## src/rtl/pwm_i2c_reg_bridge.sv

```systemverilog
// I2C slave front end for the PWM register block: turns bus transactions into
// single-cycle register write/read strobes with an auto-incrementing 8-bit pointer.
`timescale 1ns/1ps
module pwm_i2c_reg_bridge #(
  parameter logic [6:0] SLAVE_ADDR = 7'h50,
  parameter int         DATA_WIDTH = 16
) (
  input  logic                  clk_psc_i,
  input  logic                  rst_n_i,
  input  logic                  scl_i,
  input  logic                  sda_i,
  output logic                  sda_oe_o,
  output logic [7:0]            reg_addr_o,
  output logic [DATA_WIDTH-1:0] reg_wdata_o,
  output logic                  reg_write_o,
  output logic                  reg_read_o,
  input  logic [DATA_WIDTH-1:0] reg_rdata_i,
  output logic                  busy_o
);

  typedef enum logic [3:0] {
    ST_IDLE, ST_ADDR, ST_ADDR_ACK, ST_PTR, ST_PTR_ACK,
    ST_WR_HI, ST_WR_HI_ACK, ST_WR_LO, ST_WR_LO_ACK,
    ST_RD_HI, ST_RD_HI_ACK, ST_RD_LO, ST_RD_LO_ACK, ST_WAIT_STOP
  } state_t;

  // [0],[1] synchronize, [2] is history; reset to the idle-bus level so no
  // spurious edge follows reset.
  logic [2:0] scl_q, sda_q;

  always_ff @(posedge clk_psc_i or negedge rst_n_i) begin
    if (!rst_n_i) begin
      scl_q <= '1;
      sda_q <= '1;
    end else begin
      scl_q <= {scl_q[1:0], scl_i};
      sda_q <= {sda_q[1:0], sda_i};
    end
  end

  logic scl_s, scl_d, sda_s, sda_d;
  logic scl_rise, scl_fall, start_det, stop_det;

  assign scl_s     = scl_q[1];
  assign scl_d     = scl_q[2];
  assign sda_s     = sda_q[1];
  assign sda_d     = sda_q[2];
  assign scl_rise  = scl_s & ~scl_d;
  assign scl_fall  = ~scl_s & scl_d;
  assign start_det = scl_s & scl_d & sda_d & ~sda_s;
  assign stop_det  = scl_s & scl_d & ~sda_d & sda_s;

  state_t                  state, state_n;
  logic [2:0]              bit_cnt, bit_cnt_n;
  logic [7:0]              shift, shift_n;
  logic [7:0]              hi_byte, hi_n;
  logic [DATA_WIDTH-1:0]   rbuf, rbuf_n;
  logic                    rd_cap;
  logic                    in_slot, in_slot_n;
  logic                    mack, mack_n;
  logic [7:0]              ptr_n;
  logic [DATA_WIDTH-1:0]   wdata_n;
  logic                    write_n, read_n, oe_n, busy_n;
  logic [7:0]              byte_in, tx_byte;
  logic                    tx_bit;

  assign byte_in = {shift[6:0], sda_s};
  assign tx_byte = (state == ST_RD_LO) ? rbuf[7:0] : rbuf[15:8];
  assign tx_bit  = tx_byte[3'd7 - bit_cnt];

  // in_slot marks that the ACK slot's opening SCL fall has been seen; the next
  // fall closes the slot.
  always_comb begin
    // NOTE: every variable gets a default first, so no path can infer a latch.
    state_n   = state;
    bit_cnt_n = bit_cnt;
    shift_n   = shift;
    hi_n      = hi_byte;
    in_slot_n = in_slot;
    mack_n    = mack;
    ptr_n     = reg_addr_o;
    wdata_n   = reg_wdata_o;
    write_n   = 1'b0;
    read_n    = 1'b0;
    oe_n      = sda_oe_o;
    busy_n    = busy_o;
    rbuf_n    = rd_cap ? reg_rdata_i : rbuf;

    if (start_det) begin
      state_n   = ST_ADDR;
      bit_cnt_n = '0;
      in_slot_n = 1'b0;
      oe_n      = 1'b0;
    end else if (stop_det) begin
      state_n   = ST_IDLE;
      in_slot_n = 1'b0;
      oe_n      = 1'b0;
      busy_n    = 1'b0;
    end else begin
      case (state)
        ST_ADDR, ST_PTR, ST_WR_HI, ST_WR_LO: begin
          if (scl_rise) begin
            shift_n   = byte_in;
            bit_cnt_n = bit_cnt + 3'd1;
            if (bit_cnt == 3'd7) begin
              in_slot_n = 1'b0;
              case (state)
                ST_ADDR: begin
                  if (byte_in[7:1] == SLAVE_ADDR) begin
                    state_n = ST_ADDR_ACK;
                    busy_n  = 1'b1;
                    read_n  = byte_in[0];
                  end else begin
                    state_n = ST_WAIT_STOP;
                    busy_n  = 1'b0;
                  end
                end
                ST_PTR: begin
                  ptr_n   = byte_in;
                  state_n = ST_PTR_ACK;
                end
                ST_WR_HI: begin
                  hi_n    = byte_in;
                  state_n = ST_WR_HI_ACK;
                end
                default: begin
                  write_n = 1'b1;
                  wdata_n = {hi_byte, byte_in};
                  state_n = ST_WR_LO_ACK;
                end
              endcase
            end
          end
        end

        ST_ADDR_ACK, ST_PTR_ACK, ST_WR_HI_ACK, ST_WR_LO_ACK: begin
          if (scl_fall) begin
            if (!in_slot) begin
              oe_n      = 1'b1;
              in_slot_n = 1'b1;
            end else begin
              oe_n      = 1'b0;
              in_slot_n = 1'b0;
              bit_cnt_n = '0;
              case (state)
                ST_ADDR_ACK: begin
                  // shift still holds the address byte; bit 0 is R/W
                  if (shift[0]) begin
                    state_n = ST_RD_HI;
                    oe_n    = ~rbuf[15];
                  end else begin
                    state_n = ST_PTR;
                  end
                end
                ST_PTR_ACK:   state_n = ST_WR_HI;
                ST_WR_HI_ACK: state_n = ST_WR_LO;
                default: begin
                  ptr_n   = reg_addr_o + 8'd1;
                  state_n = ST_WR_HI;
                end
              endcase
            end
          end
        end

        ST_RD_HI, ST_RD_LO: begin
          if (scl_rise) begin
            bit_cnt_n = bit_cnt + 3'd1;
            if (bit_cnt == 3'd7) begin
              in_slot_n = 1'b0;
              state_n   = (state == ST_RD_HI) ? ST_RD_HI_ACK : ST_RD_LO_ACK;
            end
          end else if (scl_fall) begin
            oe_n = ~tx_bit;
          end
        end

        ST_RD_HI_ACK, ST_RD_LO_ACK: begin
          if (scl_fall && !in_slot) begin
            oe_n      = 1'b0;
            in_slot_n = 1'b1;
          end else if (scl_rise && in_slot) begin
            mack_n = ~sda_s;
            // prefetch the next word now so it is captured before the slot ends
            if (state == ST_RD_LO_ACK && !sda_s) begin
              ptr_n  = reg_addr_o + 8'd1;
              read_n = 1'b1;
            end
          end else if (scl_fall) begin
            in_slot_n = 1'b0;
            bit_cnt_n = '0;
            if (!mack) begin
              state_n = ST_WAIT_STOP;
              oe_n    = 1'b0;
            end else if (state == ST_RD_HI_ACK) begin
              state_n = ST_RD_LO;
              oe_n    = ~rbuf[7];
            end else begin
              state_n = ST_RD_HI;
              oe_n    = ~rbuf[15];
            end
          end
        end

        default: ;
      endcase
    end
  end

  always_ff @(posedge clk_psc_i or negedge rst_n_i) begin
    if (!rst_n_i) begin
      state       <= ST_IDLE;
      bit_cnt     <= '0;
      shift       <= '0;
      hi_byte     <= '0;
      rbuf        <= '0;
      rd_cap      <= 1'b0;
      in_slot     <= 1'b0;
      mack        <= 1'b0;
      reg_addr_o  <= '0;
      reg_wdata_o <= '0;
      reg_write_o <= 1'b0;
      reg_read_o  <= 1'b0;
      sda_oe_o    <= 1'b0;
      busy_o      <= 1'b0;
    end else begin
      state       <= state_n;
      bit_cnt     <= bit_cnt_n;
      shift       <= shift_n;
      hi_byte     <= hi_n;
      rbuf        <= rbuf_n;
      rd_cap      <= reg_read_o;
      in_slot     <= in_slot_n;
      mack        <= mack_n;
      reg_addr_o  <= ptr_n;
      reg_wdata_o <= wdata_n;
      reg_write_o <= write_n;
      reg_read_o  <= read_n;
      sda_oe_o    <= oe_n;
      busy_o      <= busy_n;
    end
  end

endmodule

```

## config.mk

```make
export PLATFORM = sky130hd
export DESIGN_NAME = pwm_i2c_reg_bridge
export DESIGN_NICKNAME = d
export VERILOG_FILES = /design/src/rtl/pwm_i2c_reg_bridge.sv
export SDC_FILE = /design/constraint.sdc
export NUM_CORES = 1
export LEC_CHECK = 0
export BUFFER_PORTS_ARGS = -buffer_cell sky130_fd_sc_hd__buf_2
export CORE_AREA = 2 2 106 108
export CTS_BUF_LIST = sky130_fd_sc_hd__clkbuf_8 sky130_fd_sc_hd__clkbuf_16
export DETAILED_ROUTE_END_ITERATION = 8
export DIE_AREA = 0 0 108 110
export PLACE_DENSITY_LB_ADDON = 0.08
export SLEW_MARGIN = 20
export SYNTH_ARGS = -nofsm -noshare
export SYNTH_HDL_FRONTEND = slang
export SYNTH_SLANG_ARGS = --single-unit
```

## constraint.sdc

```tcl
create_clock -name clk_psc_i -period 2 [get_ports clk_psc_i]
set_input_delay 0.5 -clock clk_psc_i [delete_from_list [all_inputs] [get_ports clk_psc_i]]
set_output_delay 0.5 -clock clk_psc_i [all_outputs]
set_load 0.01 [all_outputs]
```

# After elaboration in Yosys (flattened, before gate mapping)
# Index checks and enable logic that the tools add are counted.
# totals
in_bits	20
output_inout_bits	28
ff_bits	75
# classes
magnitude_cmp	1
add_sub_neg	3
muxes	87
eq_ne	45
reduce_logical	31
bitwise_logic	18
# op_table
cell	n
2-to-1 mux 8 bit	10
2-to-1 mux 4 bit	13
2-to-1 mux 1 bit	44
!= test 4 bit (second input constant)	11
2-to-1 mux 3 bit	10
case mux 8 bit (3 select lines)	1
AND reduction 6 bit	4
== test 4 bit (second input constant)	5
!= test 2 bit (second input constant)	10
== test 4 x 3 -> 1 bit (second input constant)	4
case mux 4 bit (4 select lines)	1
!= test 3 bit (second input constant)	5
case mux 4 bit (3 select lines)	1
AND reduction 12 bit	1
NOT 1 bit	11
!= test 5 bit (second input constant)	2
AND reduction 10 bit	1
AND reduction 5 bit	2
nonzero test 5 bit	2
case mux 3 bit (3 select lines)	1
adder 8 x 1 -> 8 bit (second input constant)	1
== test 4 x 2 -> 1 bit (second input constant)	2
!= test 4 x 1 -> 1 bit (second input constant)	2
case mux 4 bit (2 select lines)	1
24 further kinds	40

# Logic depth before layout (Yosys ltp)
# depth
ltp_word	10
depth_mapped	7
depth_no_buf	6

# Least setup slack after synthesis
# No wires, ideal clock.
# synth_path
path_type	register to register
start	register sda_q[1]
end	register reg_addr_o[0]
slack_ns	0.152
setup_ns	0.131
arrival_time_ns	1.717
synth_period_minus_slack_ns	1.848
stages_incl_launch_ff	8
path_cell_list	dfstp_2 -> buf_2 -> nand2b_1 -> a21oi_1 -> a211oi_4 -> and2_1 -> buf_4 -> o211ai_1
# synth_between
elab_chain_len	4
# synth_lines
element	line	text
from (decl)	29	logic [2:0] scl_q, sda_q;
from (signal assigned)	37	sda_q <= {sda_q[1:0], sda_i};
2-to-1 mux 8 bit, or another cell as far along	107	case (state)
2-to-1 mux 8 bit, or another cell as far along	105	if (bit_cnt == 3'd7) begin
2-to-1 mux 8 bit, or another cell as far along	102	if (scl_rise) begin
case mux 8 bit (3 select lines) or AND reduction 12 bit (tied branches)	n/a	
to (signal assigned)	235	reg_addr_o <= ptr_n;
to (decl)	13	output logic [7:0] reg_addr_o,
# Parallel ways exist; a longest one is shown, timed or not. The select of a mux whose other input is x is not followed.
# A chain may end at the register's enable or synchronous reset.

# Worst setup path after layout
# layout_path
start	register state[2]
end	register sda_oe_o
# layout_between
elab_chain_len	10
# layout_lines
element	line	text
from (decl)	53	state_t state, state_n;
from (signal assigned)	227	state <= state_n;
== test 4 bit	68, 100	
2-to-1 mux 8 bit	68	assign tx_byte = (state == ST_RD_LO) ? rbuf[7:0] : rbuf[15:8];
binary-select mux 1 bit (select 3 bit)	69	assign tx_bit = tx_byte[3'd7 - bit_cnt];
2-to-1 mux 1 bit (not written as such)	69	
NOT 1 bit	174	oe_n = ~tx_bit;
2-to-1 mux 1 bit	173	end else if (scl_fall) begin
2-to-1 mux 1 bit	167	if (scl_rise) begin
case mux 1 bit (3 select lines)	100	case (state)
2-to-1 mux 1 bit	94	end else if (stop_det) begin
2-to-1 mux 1 bit	89	if (start_det) begin
to (signal assigned)	239	sda_oe_o <= oe_n;
to (decl)	12	output logic sda_oe_o,
# Parallel ways exist; a longest one is shown, timed or not. The select of a mux whose other input is x is not followed.

==> results_dict.tcl <==
set metrics [dict create \
    outcome "complete, no violations" \
    critPathKind "reg -> reg" \
    ios 48 \
    hold_viol 0 \
    finalPower_uw 5860 \
    critPathLaunchType "flop" \
    synthXorXnorAreaFrac_pct 0.239 \
    synth-edff-count 0 \
    clock_path_buffers 2 \
    gp_congestion 0.902 \
    fp.dieArea_mm2 0.0119 \
    yosysTopAreaCellShare_pct 47.2 \
    hpwl_um 5970 \
    dp.cells 514 \
    synth-compound-area-share_pct 11.1 \
    std_cell_rows 38 \
    synthFlopType "dfrtp_1" \
    cts_inserted_buffers 9 \
    h-tree-depth 3 \
    crit_arrival_ns 2.12 \
    grt_pass1_vias 2739 \
    synth_top_family_by_area "multiplexers" \
    clock.fmax_mhz 529 \
    cp.required_ns 2.23 \
    clock_sinks 75 \
    powerDensity_mw_per_mm2 1310 \
    synth.net_count 332 \
    wire_per_inst_um 16.0 \
    root_buffer "clkbuf_8" \
    grt_max_degree 76 \
    async_flop_share_pct 100 \
    yosysWarnings 0 \
    crit_path_cell_trace "or3b_2 -> o41a_1 -> o32ai_2 -> mux2i_1 -> o41ai_1" \
    worst-path-buf-inv 0 \
    wirelength_um 8460 \
    rrSetupSlack_ns 0.11 \
    m1WireLength_um 4280 \
    fin_cells 530 \
    timing.hold.ws_ns 0.139 \
    critPathCaptureType "flop" \
    grt-ovfl-total 0 \
    synth.yosys.seq_area_share_pct 51.5 \
    first_pass_iters 4 \
    drive_gt1_share_pct 44.9 \
    clock_latency_ns 0.35 \
    min_period_ns 1.89 \
    synth_mux_area_share_pct 19.1 \
    clk_pin_slew_ns 0.08 \
    p_leak_uw 0.00217 \
    ys_seq_elements 75 \
    max_stage_delay_ns 0.51 \
    initial_core_util_pct 34.2 \
    post_cts_buffers 0 \
    synthTopCellsByArea "dfrtp_1, mux2_2, dfstp_2, mux2i_1, nand2_1" \
    grt_pass1_wl_um 14200 \
    hp-class "in -> async" \
    areaGrowthSynthToFinish_pct 22.5 \
    antenna_left 0 \
    skew_ns 0.0122 \
    cp_slowest_cell "dfrtp_2" \
    period_share_pct 94.4 \
    crit_family "compound AO/OA/AOI/OAI gates" \
    yosys.area_share.adder_pct 1.03 \
    slew_viol_final 0 \
    top_layer "met4" \
    port_buffers 47 \
    viasPerCell 5.06 \
    drtIter0Drc 96 \
    coreArea_mm2 0.0107 \
    synth_cell_types 55 \
    r2r-start "state[2]" \
    grtUsageTotal_pct 15.7 \
    synth_area_per_cell_um2 11.8 \
    dr_wl_met3_um 258 \
    route.met2.wl_um 3780 \
    num_vias 2684 \
    synth_common_cells "dfrtp_1, mux2_2, nand2_1" \
    utilization_pct 41.9 \
    antenna_cells 0 \
    cp_max_fo 11 \
    cts_tree "yes" \
    slew_headroom_pct 58.8 \
    max-vdd-ir-drop_v 0.000380 \
    synthCells 309 \
    ctsHoldBuffers 0 \
    cap_violations 0 \
    fp.dieW_um 108 \
    setup-violations-final 0 \
    r2r-end "sda_oe_o" \
    netlist_area_mm2 0.00366 \
    nets 408 \
    drc 0 \
    final.setup.tns_ns 0 \
    yosysTopAreaCell "dfrtp_1" \
    reg2reg_depth 5 \
    fillCellCount 1080 \
    synth.most_common_cell "dfrtp_1" \
    synth-simple-area-share_pct 13.9 \
    tightest_slew_ns 0.618 \
    die_h_um 110 \
    grt_antenna_before_repair 0 \
]
[through the flow]
step	worst slack, ns	instance area [um^2]
detailed placement	0.00593	4250
global route	-0.0268	4480
finish	0.111	4480
global placement	0.0318	4250
floorplan	0.152	3660
CTS	0.0270	4450
[cells in the final DEF (no fill, tap or decap), drive strengths merged, types with 4 or more instances in the layout]
cell     n
nand2b   6
o21ai   12
and3     8
clkinv   4
nor3     6
nand3   14
dfstp    6
a31oi    9
nor2b    7
mux2    51
clkbuf  10
dfrtp   69
nor2     9
mux2i    8
a21oi   16
o21a     4
nand2   20
buf     81
inv      6
[final cells by class]
| type | count | area (um^2) | area share, % |
|---|---|---|---|
| clock buffers | 10 | 138 | 3.07 |
| clock inverters | 6 | 65.1 | 1.45 |
| inverters | 6 | 22.5 | 0.502 |
| multi-input cells | 212 | 1680 | 37.6 |
| flip-flops and latches | 75 | 1890 | 42.1 |
| well taps | 140 | 175 | 3.91 |
| repair buffers | 81 | 509 | 11.4 |
[state kept, by name (all words and copies together), names as in the netlist]
register     flops
busy_o           1
reg_read_o       1
reg_wdata_o     16
hi_byte          8
sda_oe_o         1
shift            7
bit_cnt          3
scl_q            3
rd_cap           1
reg_write_o      1
sda_q            3
in_slot          1
rbuf            16
state            4
mack             1
reg_addr_o       8
[routing by layer]
metal,up-vias,track usage [%]
met2,51,22.5
li1,1295,-
met5,-,0
met1,1328,23.0
met4,0,6.14
met3,10,3.35
[kinds of logic (layout without fill, tap and decap cells)]
| kind of cell | count (synthesis) | count (layout) |
|---|---|---|
| buffers and inverters | 22 | 103 |
| AO/OA/AOI/OAI | 59 | 59 |
| AND/OR/NAND/NOR | 88 | 88 |
| adder cells (fa/ha/maj) | 3 | 3 |
| flip-flops | 75 | 75 |
| XOR/XNOR | 1 | 1 |
| multiplexers | 61 | 61 |
[how the worst max path moves through the flow]
stage | from | end | slack [ns] | depth (start not counted)
after floorplan | sda_q[1] | reg_addr_o[0] | 0.15 | 7
after global placement | state[2] | reg_addr_o[0] | 0.03 | 6
after detailed placement | state[2] | reg_addr_o[5] | 0.006 | 6
after CTS | state[2] | sda_oe_o | 0.03 | 5
after global routing | scl_q[1] | state[2] | -0.03 | 5
final | state[2] | sda_oe_o | 0.11 | 5
[report_power, final]
group	switching, uW	leakage (uW)	total [uW]	internal [uW]
Clock	593	0.000102	1200	611
Combinational	1240	0.00108	2430	1190
Sequential	412	0.000986	2230	1820
Total	2250	0.00217	5860	3620
[timing repair]
item                       4_1_cts  5_1_grt
hold endpoints to repair         0        0
gates resized for setup          1        9
setup endpoints to repair        1       16
pin swaps                        0        0
Power figures use the tool's default switching activity.
